===== src/rtl/word_unloader.sv =====
// word_unloader: captures up to NUM_WORDS words in one cycle and streams them out over valid/ready
module word_unloader #(
    parameter int WORD_SIZE = 64,
    parameter int NUM_WORDS = 4,
    parameter int CNT_W = $clog2(NUM_WORDS + 1)
) (
    input  logic                           clk,
    input  logic                           reset,
    input  logic                           capture_i,
    input  logic [CNT_W-1:0]               num_words_i,
    input  logic [NUM_WORDS*WORD_SIZE-1:0] data_i,
    output logic                           busy_o,
    output logic                           out_valid_o,
    input  logic                           out_ready_i,
    output logic [WORD_SIZE-1:0]           out_data_o,
    output logic                           out_last_o,
    output logic                           done_o
);
    typedef enum logic {IDLE, STREAM} state_t;
    state_t state_q, state_d;
    logic [NUM_WORDS*WORD_SIZE-1:0] buf_q;
    logic [CNT_W-1:0] count_q, idx_q;
    logic accept, empty, xfer, last;
    assign accept = state_q == IDLE && capture_i && num_words_i != '0;
    assign empty = state_q == IDLE && capture_i && num_words_i == '0;
    assign last = idx_q == count_q - CNT_W'(1);
    assign xfer = out_valid_o && out_ready_i;
    assign busy_o = state_q == STREAM;
    assign out_valid_o = state_q == STREAM;
    assign out_last_o = out_valid_o && last;
    assign out_data_o = buf_q[idx_q*WORD_SIZE +: WORD_SIZE];
    always_ff @(posedge clk or posedge reset) begin
        if (reset) state_q <= IDLE;
        else state_q <= state_d;
    end
    always_comb begin
        state_d = state_q;
        if (accept) state_d = STREAM;
        else if (xfer && last) state_d = IDLE;
    end
    always_ff @(posedge clk or posedge reset) begin
        if (reset) begin
            buf_q <= '0;
            count_q <= '0;
            idx_q <= '0;
            done_o <= 1'b0;
        end else begin
            done_o <= empty || (xfer && last);
            if (accept) begin
                buf_q <= data_i;
                count_q <= num_words_i > CNT_W'(NUM_WORDS) ? CNT_W'(NUM_WORDS) : num_words_i;
                idx_q <= '0;
            end else if (xfer && !last) begin
                idx_q <= idx_q + CNT_W'(1);
            end
        end
    end
endmodule


===== config.mk =====
export PLATFORM = sky130hd
export DESIGN_NAME = word_unloader
export DESIGN_NICKNAME = d
export VERILOG_FILES = /design/src/rtl/word_unloader.sv
export SDC_FILE = /design/constraint.sdc
export NUM_CORES = 1
export LEC_CHECK = 0
export BUFFER_PORTS_ARGS = -buffer_cell sky130_fd_sc_hd__buf_2
export CAP_MARGIN = 30
export CORE_UTILIZATION = 30
export DETAILED_ROUTE_END_ITERATION = 10
export PLACE_DENSITY = 0.51
export SETUP_SLACK_MARGIN = 0.02
export SLEW_MARGIN = 0
export SYNTH_ARGS = -nofsm -noshare
export SYNTH_HDL_FRONTEND = slang
export SYNTH_SLANG_ARGS = --single-unit

===== constraint.sdc =====
create_clock -name clk -period 28 [get_ports clk]
set_input_delay 5.6 -clock clk [delete_from_list [all_inputs] [get_ports clk]]
set_output_delay 5.6 -clock clk [all_outputs]
set_load 0.02 [all_outputs]

==> metrics.txt <==
Max-Cap Viols=0; Setup crit start=idx_q[1]$_DFFE_PP0P_; Worst Setup Path Type=reg -> out; CP max-delay cell=dfrtp_4; min Tclk post-route=8740 ps; Post-synth ARST share=1.00; I/O Buffers=330; number of library cell types mapped by synthesis=31; sequential fraction of the synthesis area=0.553; Root Driver=clkbuf_16; Final Cell Area=15100 um2; Iteration-0 DRC Markers=208; Area Growth Syn to Fin=26.6%; # resized after CTS=0; GR Overflow Total=0; setup_tns=0 ps; Mapped Nets=1001; outcome=finished clean; Placement Setup Slack=19710 ps; Critical R2R Capture=buf_q[74]$_DFFE_PP0P_; Wirelength per Cell=18.6 um; top cells by count, synth=dfrtp_1 (264), mux2_2 (237), nor2b_1 (65); DR pass1 iterations=4; CTS Hold Buffers Added=0; total global-route track usage=0.150; RSZ-0062 raised after global routing=no; prevailing post-synth register cell=dfrtp_1; Area after DPL=14000 um2; worst skew pair latency=550 ps; worst-path maximum fanout=36; Setup violations, final=0; post-CTS setup buffers=0; share of cells above drive strength 1=0.645; final hold viol count=0; CTS Sinks=roughly 260; startpoint types=flip-flop; Post-Synthesis Cell Area=11900 um2; DRC Markers=0; Hold Path Class=reg -> reg; Post-synth EDFFs=0; WP data required=22400 ps; most frequent cell after synthesis=dfrtp_1; TritonCTS Buffers=31; post-route setup slack=19260 ps; DRT Wirelength=29.9 mm; full die area=40600 um2; remaining antenna violation count=0; PwrDens=roughly 120 nW/um2; GP Congestion=0.751; H-tree level count=1; LEAKAGE=6.76 nW; largest net degree at the start of global routing=75; CTS tree=built; Synth Register Bits=264; Final #Nets=1327; syn_area_per_cell=16.2 um2; Clock transition at path regs=60 ps; Clock Tree Buf Depth=3; CP arrival=3140 ps; Die X=201 um; row count=72; setup slack, reg-to-reg=between 20000 and 25000 ps; Die Span Y=about 200 um; Slew @ Worst Pin=930 ps; Mapped Cells=736; I/O pins=331; Core ar.=38900 um2; CP Capture Type=output pin; fmax=0.114 GHz; number of global-route vias before repair=between 8000 and 9000; Yosys warnings=0; top post-synthesis cells by area=dfrtp_1 (55%), mux2_2 (22%), mux4_2 (12%); FF-to-FF path depth=5; fin crit share=0.312; worst path cell trace=buf_4 > xnor2_1 > nor3_1 > and2_1 > buf_2; total power=1.83 mW; relative slew slack=0.380; Via Count=7480; HPWL after detailed placement=20.0 mm; skew final=7.07 ps; Critical path destination=out_last_o; Vias/cell=4.65; initial antenna violation count=15; largest area contributor in the netlist=dfrtp_1; CP peak stage delay=900 ps; Slew Limit Fails=0; reg2reg start=busy_o$_DFFE_PP0P_; first-pass GRT wire length=between 40 and 50 mm; Synth top area share=0.553; Max VDD drop=61.3 uV; initial core utilization=0.307
==> cell type report <==
type                    instances  area [um2]
inverters                       4        22.5
clock inverters                10        81.3
fillers                      3751       23800
multi-input cells             417        5000
diodes                          7        17.5
repair buffers                344        1830
clock buffers                  46         902
well taps                     518         648
flip-flops and latches        264        6620
==> worst max-delay path: cells and delay by family (launching register included) <==
kind	cells	cell delay, ps
flip-flops	1	900
buffers and inverters	2	880
XOR/XNOR	1	240
AND/OR/NAND/NOR	2	550
==> cells in the final DEF (no fill, tap or decap), types with 3 or more instances in the layout <==
cell	netlist	layout
nor2b_1	65	65
clkbuf_8	0	7
mux4_2	64	64
o21ai_0	3	3
clkbuf_1	9	8
mux2_2	237	237
buf_16	0	3
xnor2_1	3	3
clkinv_2	0	7
clkbuf_16	0	31
inv_1	4	3
dfrtp_1	264	261
buf_4	31	10
diode_2	0	7
buf_2	11	330
mux2_1	19	19
==> layer usage <==
layer	wire length, um	vias to the layer above	GRT usage	share of wire
met5	108	-	0	0.0036
met4	658	14	0.0373	0.022
met3	2130	55	0.0510	0.071
met2	14100	211	0.243	0.47
met1	12900	3830	0.191	0.43
li1	-	3370	-	-
==> sequential cells by signal, indices dropped and copies added, names as in the netlist <==
register	count
buf_q	256
busy_o	1
count_q	3
done_o	1
idx_q	3
==> per-stage QoR <==
step	hold WS, ps	instances	utilization
5_1_grt	506	1608	0.388
2_1_floorplan	453	736	-
3_5_place_dp	475	1544	0.361
4_1_cts	489	1600	0.386
3_3_place_gp	465	1543	0.360
6_report	484	1610	0.388
==> kinds of logic after synthesis <==
| logic type | share of synthesized area |
|---|---|
| AND/OR/NAND/NOR | 0.0399 |
| adder cells (fa/ha/maj) | 0.00210 |
| AO/OA/AOI/OAI | 0.00818 |
| XOR/XNOR | 0.00419 |
| buffers and inverters | 0.0282 |
| multiplexers | 0.364 |
| flip-flops | 0.553 |
==> worst min-delay path by stage <==
stage	from	to	slack [ps]	cells past startpoint
2_1_floorplan	buf_q[33]$_DFFE_PP0P_	buf_q[33]$_DFFE_PP0P_	450	1
3_3_place_gp	buf_q[40]$_DFFE_PP0P_	buf_q[40]$_DFFE_PP0P_	460	1
3_5_place_dp	buf_q[49]$_DFFE_PP0P_	buf_q[49]$_DFFE_PP0P_	470	1
4_1_cts	buf_q[49]$_DFFE_PP0P_	buf_q[49]$_DFFE_PP0P_	490	1
5_1_grt	buf_q[45]$_DFFE_PP0P_	buf_q[45]$_DFFE_PP0P_	510	1
6_report	buf_q[33]$_DFFE_PP0P_	buf_q[33]$_DFFE_PP0P_	480	1
==> report_power, final <==
group | internal (mW) | switching, mW
registers | 0.574 | 0.119
clock network | 0.230 | 0.158
logic | 0.422 | 0.330
total | 1.23 | 0.607
(Power assumes the default switching activity.)
